File: src/rtl/alu_seq_pkg.sv
// Shared definitions for the ALU request sequencer.
//  - ALU opcode encodings (0..9 defined, anything above OP_MAX is an error)
//  - seq_state_e : sequencer FSM states
//  - trk_entry_t : one slot of the in-flight tracking pipe
//  - op_err()    : request error classification (bad opcode / divide by zero)
package alu_seq_pkg;

  localparam logic [31:0] OP_ADD = 32'd0;
  localparam logic [31:0] OP_SUB = 32'd1;
  localparam logic [31:0] OP_MUL = 32'd2;
  localparam logic [31:0] OP_DIV = 32'd3;
  localparam logic [31:0] OP_AND = 32'd4;
  localparam logic [31:0] OP_OR  = 32'd5;
  localparam logic [31:0] OP_XOR = 32'd6;
  localparam logic [31:0] OP_NOT = 32'd7;
  localparam logic [31:0] OP_LSL = 32'd8;
  localparam logic [31:0] OP_LSR = 32'd9;
  localparam logic [31:0] OP_MAX = 32'd9;

  // Tag width carried by the tracking pipe; the sequencer's TAG_W defaults to it.
  localparam int TRK_TAG_W = 4;

  typedef enum logic [1:0] {
    IDLE  = 2'd0,
    RUN   = 2'd1,
    DRAIN = 2'd2
  } seq_state_e;

  typedef struct packed {
    logic                 valid;
    logic [TRK_TAG_W-1:0] tag;
    logic                 err;
  } trk_entry_t;

  function automatic logic op_err(input logic [31:0] op, input logic [31:0] b);
    return (op > OP_MAX) || ((op == OP_DIV) && (b == 32'd0));
  endfunction

endpackage

File: src/rtl/alu_rsp_fifo.sv
// Synchronous FIFO for captured ALU responses.
//  clk/rst    : clock, asynchronous active-high reset (empties the FIFO)
//  push/wdata : write an entry (ignored only if full with no simultaneous pop)
//  pop        : remove head (ignored when empty)
//  head       : current head entry (meaningful when count != 0)
//  count      : number of stored entries
module alu_rsp_fifo #(
  parameter  int DEPTH = 4,
  parameter  int W     = 8,
  localparam int CNT_W = $clog2(DEPTH + 1),
  localparam int PTR_W = (DEPTH > 1) ? $clog2(DEPTH) : 1
) (
  input  logic             clk,
  input  logic             rst,
  input  logic             push,
  input  logic [W-1:0]     wdata,
  input  logic             pop,
  output logic [W-1:0]     head,
  output logic [CNT_W-1:0] count
);

  localparam logic [PTR_W-1:0] LAST = PTR_W'(DEPTH - 1);
  localparam logic [CNT_W-1:0] FULL = CNT_W'(DEPTH);

  logic [W-1:0]     mem_q [DEPTH];
  logic [PTR_W-1:0] wr_q, wr_d, rd_q, rd_d;
  logic [CNT_W-1:0] cnt_q, cnt_d;
  logic             do_push, do_pop;

  always_comb begin
    do_pop  = pop && (cnt_q != '0);
    do_push = push && ((cnt_q != FULL) || do_pop);
    wr_d    = wr_q;
    rd_d    = rd_q;
    cnt_d   = cnt_q;
    // Explicit wrap so non-power-of-two depths work.
    if (do_push) wr_d = (wr_q == LAST) ? '0 : wr_q + PTR_W'(1);
    if (do_pop)  rd_d = (rd_q == LAST) ? '0 : rd_q + PTR_W'(1);
    case ({do_push, do_pop})
      2'b10:   cnt_d = cnt_q + CNT_W'(1);
      2'b01:   cnt_d = cnt_q - CNT_W'(1);
      default: cnt_d = cnt_q;
    endcase
  end

  always_ff @(posedge clk or posedge rst) begin
    if (rst) begin
      wr_q  <= '0;
      rd_q  <= '0;
      cnt_q <= '0;
    end else begin
      wr_q  <= wr_d;
      rd_q  <= rd_d;
      cnt_q <= cnt_d;
    end
  end

  // Storage needs no reset: entries are only visible through count.
  always_ff @(posedge clk) begin
    if (do_push) mem_q[wr_q] <= wdata;
  end

  assign head  = mem_q[rd_q];
  assign count = cnt_q;

endmodule

File: src/rtl/alu_req_sequencer.sv
// Requester-side front end for a registered 32-bit ALU.
//  clk, rst            : clock; asynchronous active-high reset
//  en, busy            : enable accepting requests / activity indicator
//  req_*               : tagged request port (valid/ready)
//  alu_a/alu_b/alu_op  : registered ALU operand/opcode drive
//  alu_c               : ALU result
//  rsp_*               : in-order response port (valid/ready) fed by a FIFO
// Each accepted op is tracked through a valid/tag/err shift pipe that lines up
// with the ALU latency; the entry leaving the pipe captures alu_c into the FIFO.
// A single outstanding counter (in flight + buffered) bounds issue so the FIFO
// can never overflow.
module alu_req_sequencer
  import alu_seq_pkg::*;
#(
  parameter int ALU_LAT   = 2,
  parameter int RSP_DEPTH = 4,
  parameter int TAG_W     = TRK_TAG_W
) (
  input  logic             clk,
  input  logic             rst,
  input  logic             en,
  output logic             busy,
  input  logic             req_valid,
  output logic             req_ready,
  input  logic [31:0]      req_a,
  input  logic [31:0]      req_b,
  input  logic [31:0]      req_op,
  input  logic [TAG_W-1:0] req_tag,
  output logic [31:0]      alu_a,
  output logic [31:0]      alu_b,
  output logic [31:0]      alu_op,
  input  logic [31:0]      alu_c,
  output logic             rsp_valid,
  input  logic             rsp_ready,
  output logic [31:0]      rsp_data,
  output logic [TAG_W-1:0] rsp_tag,
  output logic             rsp_err
);

  // Operands are registered at accept (E0), the ALU samples them at E1 and
  // c settles ALU_LAT edges later, so the capture edge is E0+ALU_LAT+2:
  // pipe slots 0..STAGES, the last one pushing on the following edge.
  localparam int STAGES = ALU_LAT + 1;
  localparam int CNT_W  = $clog2(RSP_DEPTH + 1);
  localparam int FW     = 32 + TAG_W + 1;
  localparam logic [CNT_W-1:0] DEPTH_C = CNT_W'(RSP_DEPTH);

  seq_state_e       state_q, state_d;
  logic [31:0]      alu_a_q, alu_a_d, alu_b_q, alu_b_d, alu_op_q, alu_op_d;
  trk_entry_t       trk_q [STAGES:0];
  trk_entry_t       trk_d [STAGES:0];
  logic [CNT_W-1:0] out_q, out_d;

  logic             accept, pop, push;
  logic [FW-1:0]    push_data, head;
  logic [CNT_W-1:0] fifo_cnt;

  // Ready depends on registers only.
  assign req_ready = (state_q == RUN) && (out_q < DEPTH_C);
  assign accept    = req_valid && req_ready;
  assign rsp_valid = (fifo_cnt != '0);
  assign pop       = rsp_valid && rsp_ready;
  assign busy      = (state_q != IDLE) || (out_q != '0);

  // Error entries return zero data whatever the ALU produced.
  assign push      = trk_q[STAGES].valid;
  assign push_data = {trk_q[STAGES].err ? 32'd0 : alu_c, trk_q[STAGES].tag, trk_q[STAGES].err};

  always_comb begin
    state_d = state_q;
    unique case (state_q)
      IDLE:    if (en) state_d = RUN;
      RUN:     if (!en) state_d = DRAIN;
      DRAIN:   if (en) state_d = RUN;
               else if (out_q == '0) state_d = IDLE;
      default: state_d = IDLE;
    endcase

    alu_a_d  = alu_a_q;
    alu_b_d  = alu_b_q;
    alu_op_d = alu_op_q;
    trk_d[0] = '0;
    if (accept) begin
      alu_a_d        = req_a;
      alu_b_d        = req_b;
      alu_op_d       = req_op;
      trk_d[0].valid = 1'b1;
      trk_d[0].tag   = req_tag;
      trk_d[0].err   = op_err(req_op, req_b);
    end
    for (int i = 1; i <= STAGES; i++) trk_d[i] = trk_q[i-1];

    case ({accept, pop})
      2'b10:   out_d = out_q + CNT_W'(1);
      2'b01:   out_d = out_q - CNT_W'(1);
      default: out_d = out_q;
    endcase
  end

  always_ff @(posedge clk or posedge rst) begin
    if (rst) begin
      state_q  <= IDLE;
      alu_a_q  <= '0;
      alu_b_q  <= '0;
      alu_op_q <= '0;
      out_q    <= '0;
      for (int i = 0; i <= STAGES; i++) trk_q[i] <= '0;
    end else begin
      state_q  <= state_d;
      alu_a_q  <= alu_a_d;
      alu_b_q  <= alu_b_d;
      alu_op_q <= alu_op_d;
      out_q    <= out_d;
      for (int i = 0; i <= STAGES; i++) trk_q[i] <= trk_d[i];
    end
  end

  alu_rsp_fifo #(.DEPTH(RSP_DEPTH), .W(FW)) u_fifo (
    .clk   (clk),
    .rst   (rst),
    .push  (push),
    .wdata (push_data),
    .pop   (pop),
    .head  (head),
    .count (fifo_cnt)
  );

  assign alu_a  = alu_a_q;
  assign alu_b  = alu_b_q;
  assign alu_op = alu_op_q;
  // Outputs read zero while the FIFO is empty (including during reset).
  assign {rsp_data, rsp_tag, rsp_err} = rsp_valid ? head : '0;

endmodule

File: config.mk
export PLATFORM = sky130hd
export DESIGN_NAME = alu_req_sequencer
export DESIGN_NICKNAME = d
export VERILOG_FILES = /design/src/rtl/alu_seq_pkg.sv /design/src/rtl/alu_rsp_fifo.sv /design/src/rtl/alu_req_sequencer.sv
export SDC_FILE = /design/constraint.sdc
export NUM_CORES = 1
export LEC_CHECK = 0
export CORE_ASPECT_RATIO = 0.5
export CORE_MARGIN = 5
export CORE_UTILIZATION = 38
export CTS_CLUSTER_DIAMETER = 30
export DETAILED_ROUTE_END_ITERATION = 7
export PLACE_DENSITY = 0.65
export RECOVER_POWER = 100
export SYNTH_ARGS = -nofsm -noshare
export SYNTH_HDL_FRONTEND = slang
export SYNTH_HIERARCHICAL = 1
export SYNTH_SLANG_ARGS = --single-unit
export TNS_END_PERCENT = 20
File: constraint.sdc
create_clock -name clk -period 10.7 [get_ports clk]
set_input_delay 1.605 -clock clk [delete_from_list [all_inputs] [get_ports clk]]
set_output_delay 1.605 -clock clk [all_outputs]
set_load 0.02 [all_outputs]
==> qor.yml <==
max_freq_mhz: 154
timing.rr.start: "u_fifo/count[2]"
holdPathEnd: "trk_d[23]"
io_pins: 273
portBuffers: 272
ys.flop_type: "edfxtp_1"
overflow: 0
die_w_um: 250
grt_antenna_before_repair: 0
chipHeight_um: 130
fin_crit_ps: 6490
ant_nets: 0
rsz0062_at_grt: "no"
synthTopCellsByCount: "edfxtp_1, dfrtp_1, mux2_2"
ir_drop_mv: 0.151
startpoint_type: "primary input"
dr.pass1.iters: 4
final-setup-viol-count: 0
status: "complete, but fails checks"
hp-class: "reg2reg"
worst_setup_path_end_kind: "asynchronous set/reset pin"
grt_pass1_wl_um: 39900
synth_cells: 605
cts_buffers: 40
yosysUniqueCellTypes: 42
seq_area_frac_synth: 0.707
dp_hpwl_um: 17700
vias_per_cell: 4.75
final_max_slew_viol_count: 450
vias: 6231
hold_depth: 0
syn_to_final_growth_pct: 40.2
multiInputGateArea_sq_um: 3000
finClkSkew_ps: 19.0
worstMarginPinSlew_ps: 3480
drt_iter0_drc: 246
final-hold-violation-count: 0
grtUsageTotal: 0.158
clock_sinks: 280
ctsResizeCount: 0
nets: 1043
ys_ff_latch: 280
fp.coreArea_sq_um: 28000
reg2reg_depth: 5
hold_buffers: 0
ff2ff_setup_slack_ps: 5650
drc: 0
routed_wl_um: 25600
required_ps: 10520
total_power_mw: 4.44
rows: 43
grt_pass1_vias: 6884
fin_crit_sh: 0.607
synth_most_common_cell: "edfxtp_1"
clockBufferDepth: 3
p_leak_nw: 5.85
netlist_area_sq_um: 11000
antennaDiodeCount: 0
wire_per_inst_um: 19.5
crit_arrival_ps: 6310
cts_tree: "done"
clk_latency_ps: 520
startpoint: "rst"
yosysTopAreaCell: "edfxtp_1"
layout-drive-gt1-share: 0.228
crit_type: "in2async"
postCtsSetupBuffers: 0
powerDensity_nw_per_um2: 289
syn_nets: 750
synth_area_leaders: "edfxtp_1, dfrtp_1, mux2_2"
regArea_sq_um: 7750
initial_utilization: 0.391
grt_max_degree: 67
cts_root_buffer: "clkbuf_16"
clk_pin_slew_ps: 50
violations: "max-capacitance violations, max-slew violations"
synth.avg_cell_area_sq_um: 18.1
cp_max_fo: 66
synth_async_sr_flop_share: 0.471
fillers: 2250
synth_edf_count: 148
crit-reg2reg-capture: "u_fifo/mem_q[1][25]"
cap_violations: 10
relSlewSlack: -1.32
die_area_sq_um: 32500
worst_hold_startpoint: "trk_d[17]"
yosysWarnings: 6
place_congestion: 0.742
setup_tns_ps: 0
htree_levels: 2
synth_top_area_frac: 0.406
==> power breakdown <==
group	internal [mW]	switching [mW]
Sequential	1.40	0.164
Combinational	0.786	0.785
Clock	0.809	0.494
==> per-layer routing <==
layer,global-route usage,up-vias,part of all wire
li1,-,2867,-
met1,0.192,3199,0.40
met2,0.285,139,0.53
met3,0.0410,26,0.049
met4,0.0414,0,0.013
met5,0,-,0
==> flip-flops by register name, summed over array words and instances (netlist names) <==
signal	flops
u_fifo/count	3
alu_a	32
push_data	5
u_fifo/rd_q	2
out_q	3
u_fifo/mem_q	148
push	1
trk_d	18
u_fifo/wr_q	2
alu_op	32
state_q	2
alu_b	32
==> cell usage in the layout, fill, tap and decap left out, drive strengths merged, types with 3 or more instances in the layout <==
| cell type | synthesis | layout |
|---|---|---|
| dlygate4sd3 | 0 | 140 |
| o21ai | 5 | 5 |
| and3 | 5 | 5 |
| clkinvlp | 0 | 5 |
| xor2 | 3 | 3 |
| mux4 | 37 | 37 |
| inv | 13 | 19 |
| mux2 | 100 | 100 |
| nor2b | 71 | 71 |
| dfrtp | 132 | 132 |
| clkinv | 0 | 10 |
| nand4 | 4 | 4 |
| clkdlybuf4s50 | 0 | 132 |
| nor4 | 14 | 14 |
| ha | 6 | 6 |
| bufinv | 0 | 3 |
| clkbuf | 8 | 55 |
| edfxtp | 148 | 148 |
| and2 | 4 | 4 |
| nor2 | 6 | 6 |
==> cell families after synthesis <==
| group | count (synthesis) | synth area share |
|---|---|---|
| AOI/OAI and AO/OA | 16 | 0.0106 |
| xor gates and xnor gates | 5 | 0.00400 |
| muxes | 138 | 0.180 |
| DFF | 280 | 0.707 |
| adders and majority gates | 8 | 0.0105 |
| buffers and inverters | 40 | 0.0188 |
| and+or+nand+nor | 118 | 0.0685 |
==> how the worst max path moves through the flow <==
| stage | to | slack, ps | cells past startpoint |
|---|---|---|---|
| floorplan | alu_a[0] | 5770 | 1 |
| detailed placement | u_fifo/mem_q[1][17] | 6470 | 4 |
| finish | out_q[0] | 4210 | 3 |
| CTS | rsp_data[18] | 5900 | 4 |
| global placement | rsp_data[18] | 6480 | 4 |
| global route | alu_b[3] | 2960 | 3 |
==> per-stage QoR <==
| step | hold slack [ps] | cells | worst slack (ps) | cell area [sq um] | util |
|---|---|---|---|---|---|
| finish | 338 | 1312 | 4210 | 15400 | 0.548 |
| global route | 341 | 1312 | 2960 | 15400 | 0.548 |
| CTS | 339 | 1312 | 5900 | 15400 | 0.549 |
| detailed placement | 335 | 1238 | 6470 | 14100 | 0.501 |
| global placement | 332 | 1238 | 6480 | 14100 | 0.501 |
| floorplan | 331 | 605 | 5770 | 11000 | - |
==> cell type report <==
cell class                      instances  area share
Timing Repair Buffer                  278       0.179
Multi-Input combinational cell        285       0.195
Inverter                               13     0.00326
Sequential cell                       280       0.504
Tap cell                              382      0.0311
Clock inverter                         24      0.0165
Clock buffer                           50      0.0709
==> worst max-delay path, stage by stage <==
cell and delay, ps:
dlygate4sd3_1 560, clkinvlp_2 1540, clkbuf_1 2570
Note: power is estimated with default switching activity, not from simulation.
==> RTL edit, RTL diff (same flow settings) <==
Put a register stage on the output `rsp_err`, without a reset. The value now appears one clock later. The other outputs are not delayed to match.
--- a/src/rtl/alu_req_sequencer.sv
+++ b/src/rtl/alu_req_sequencer.sv
@@ -46,2 +46,4 @@
   localparam logic [CNT_W-1:0] DEPTH_C = CNT_W'(RSP_DEPTH);
+
+  logic rsp_err_d;
 
@@ -131,3 +133,7 @@
   // Outputs read zero while the FIFO is empty (including during reset).
-  assign {rsp_data, rsp_tag, rsp_err} = rsp_valid ? head : '0;
+  assign {rsp_data, rsp_tag, rsp_err_d} = rsp_valid ? head : '0;
+
+  always_ff @(posedge clk) begin
+    rsp_err <= rsp_err_d;
+  end
 
Formal check against the unedited RTL: not equivalent (a bounded check fails within 10 cycles, from zero or initial values and one cycle with rst high).
==> RTL edit against the unedited design <==
The run still ends with capacitance limit, slew limit left. Clock skew increased by 2.6 ps. Synthesized area is 0.18% higher. Routed wire length down 0.90%. Setup slack gained 230 ps. Power up 0.85%. Via count down 0.13%. Sequential cell count increased by 1. Final area rose by 0.29%. Highest routed layer unchanged.
==> RTL edit: results (changes against the unedited design) <==
* RR Startpoint: state_q[1]$_DFFE_PP0P_
* Nets at 1044 (+0.096%)
* Failing checks: capacitance limit, slew limit
* Met2 capacity usage during global routing at 27.65% (-0.86 points)
* Critical Path Start: u_fifo/rd_q[0]$_DFFE_PP0N_
* Syn nets at 751 (+0.13%)
* M1 wire length at 10270 microns (-0.91%)
* Global Route Usage Sum at 15.52% (-0.27 points)
* Worst min-delay path startpoint: trk_d[11]$_DFF_PP0_
* Clk pwr share at 29.4% (about the same)
* DR WL met3 at 1154 microns (-9.0%)
* Detailed-route via count at 6223 (-0.13%)
* Placed Cells at 1248 (+0.81%)
* Routed wl met2 at 13540 microns (-1.1%)
* Peak supply drop at 0.0001613 V (+7.1%)
* Initial antenna violation count at 1 (+1)
* Fraction of layout cells with a size suffix above 1 at 22.60% (-0.19 points)
* Initial drt markers at 231 (-6.1%)
* Async set-or-reset flop fraction in the synthesized netlist at 46.98% (-0.17 points)
* Outcome: complete, but fails checks
* Skew final at 21.66 ps (+2.645 ps)
* Maxcap violations at 10 (unchanged)
* Slew Limit Fails at 395 (-12%)
* Slew margin rel. at -91.51% (+41 points)
* CP endpoint: rsp_data[28]
* CP peak stage delay at 1830 ps (-740 ps)
* Routed WL at 25410 microns (-0.90%)
* Synth unique cells at 43 (+2.4%)
* Via density at 4.711 (-0.81%)
* R2r setup slk at 5500 ps (-150 ps)
* R2r endpoint: alu_a[4]$_DFFE_PP0P_
* Place WS at 6421 ps (-46.71 ps)
* Synth top area cells: edfxtp_1 40%, dfrtp_1 30%, mux2_2 10%
RTL edit: changes by cell type after synthesis, sizes merged:
cell   change
dfxtp      +1
RTL edit: final cells by class:
class	count	area [sq um]
Antenna cell	1	2.502
Multi-Input combinational cell	285	2993
Clock buffer	47	1069
Sequential cell	281	7767
Fill cell	2359	13330
Clock inverter	25	286.5
Tap cell	391	489.2
Timing Repair Buffer	278	2753
Inverter	13	50.05
RTL edit: kinds of logic after synthesis:
logic type	share of synthesized area [%]
DFF	70.76
AOI/OAI and AO/OA	1.060
muxes	18.01
buffers and inverters	1.835
adders and majority gates	1.049
xor gates and xnor gates	0.3990
and+or+nand+nor	6.885
RTL edit: through the flow:
| step | hold slack [ps] | cell area [sq um] |
|---|---|---|
| 6_report | 329.0 | 15410 |
| 5_1_grt | 347.7 | 15410 |
| 3_5_place_dp | 335.6 | 14090 |
| 2_1_floorplan | 331.2 | 10980 |
| 4_1_cts | 336.4 | 15450 |
| 3_3_place_gp | 332.1 | 14090 |
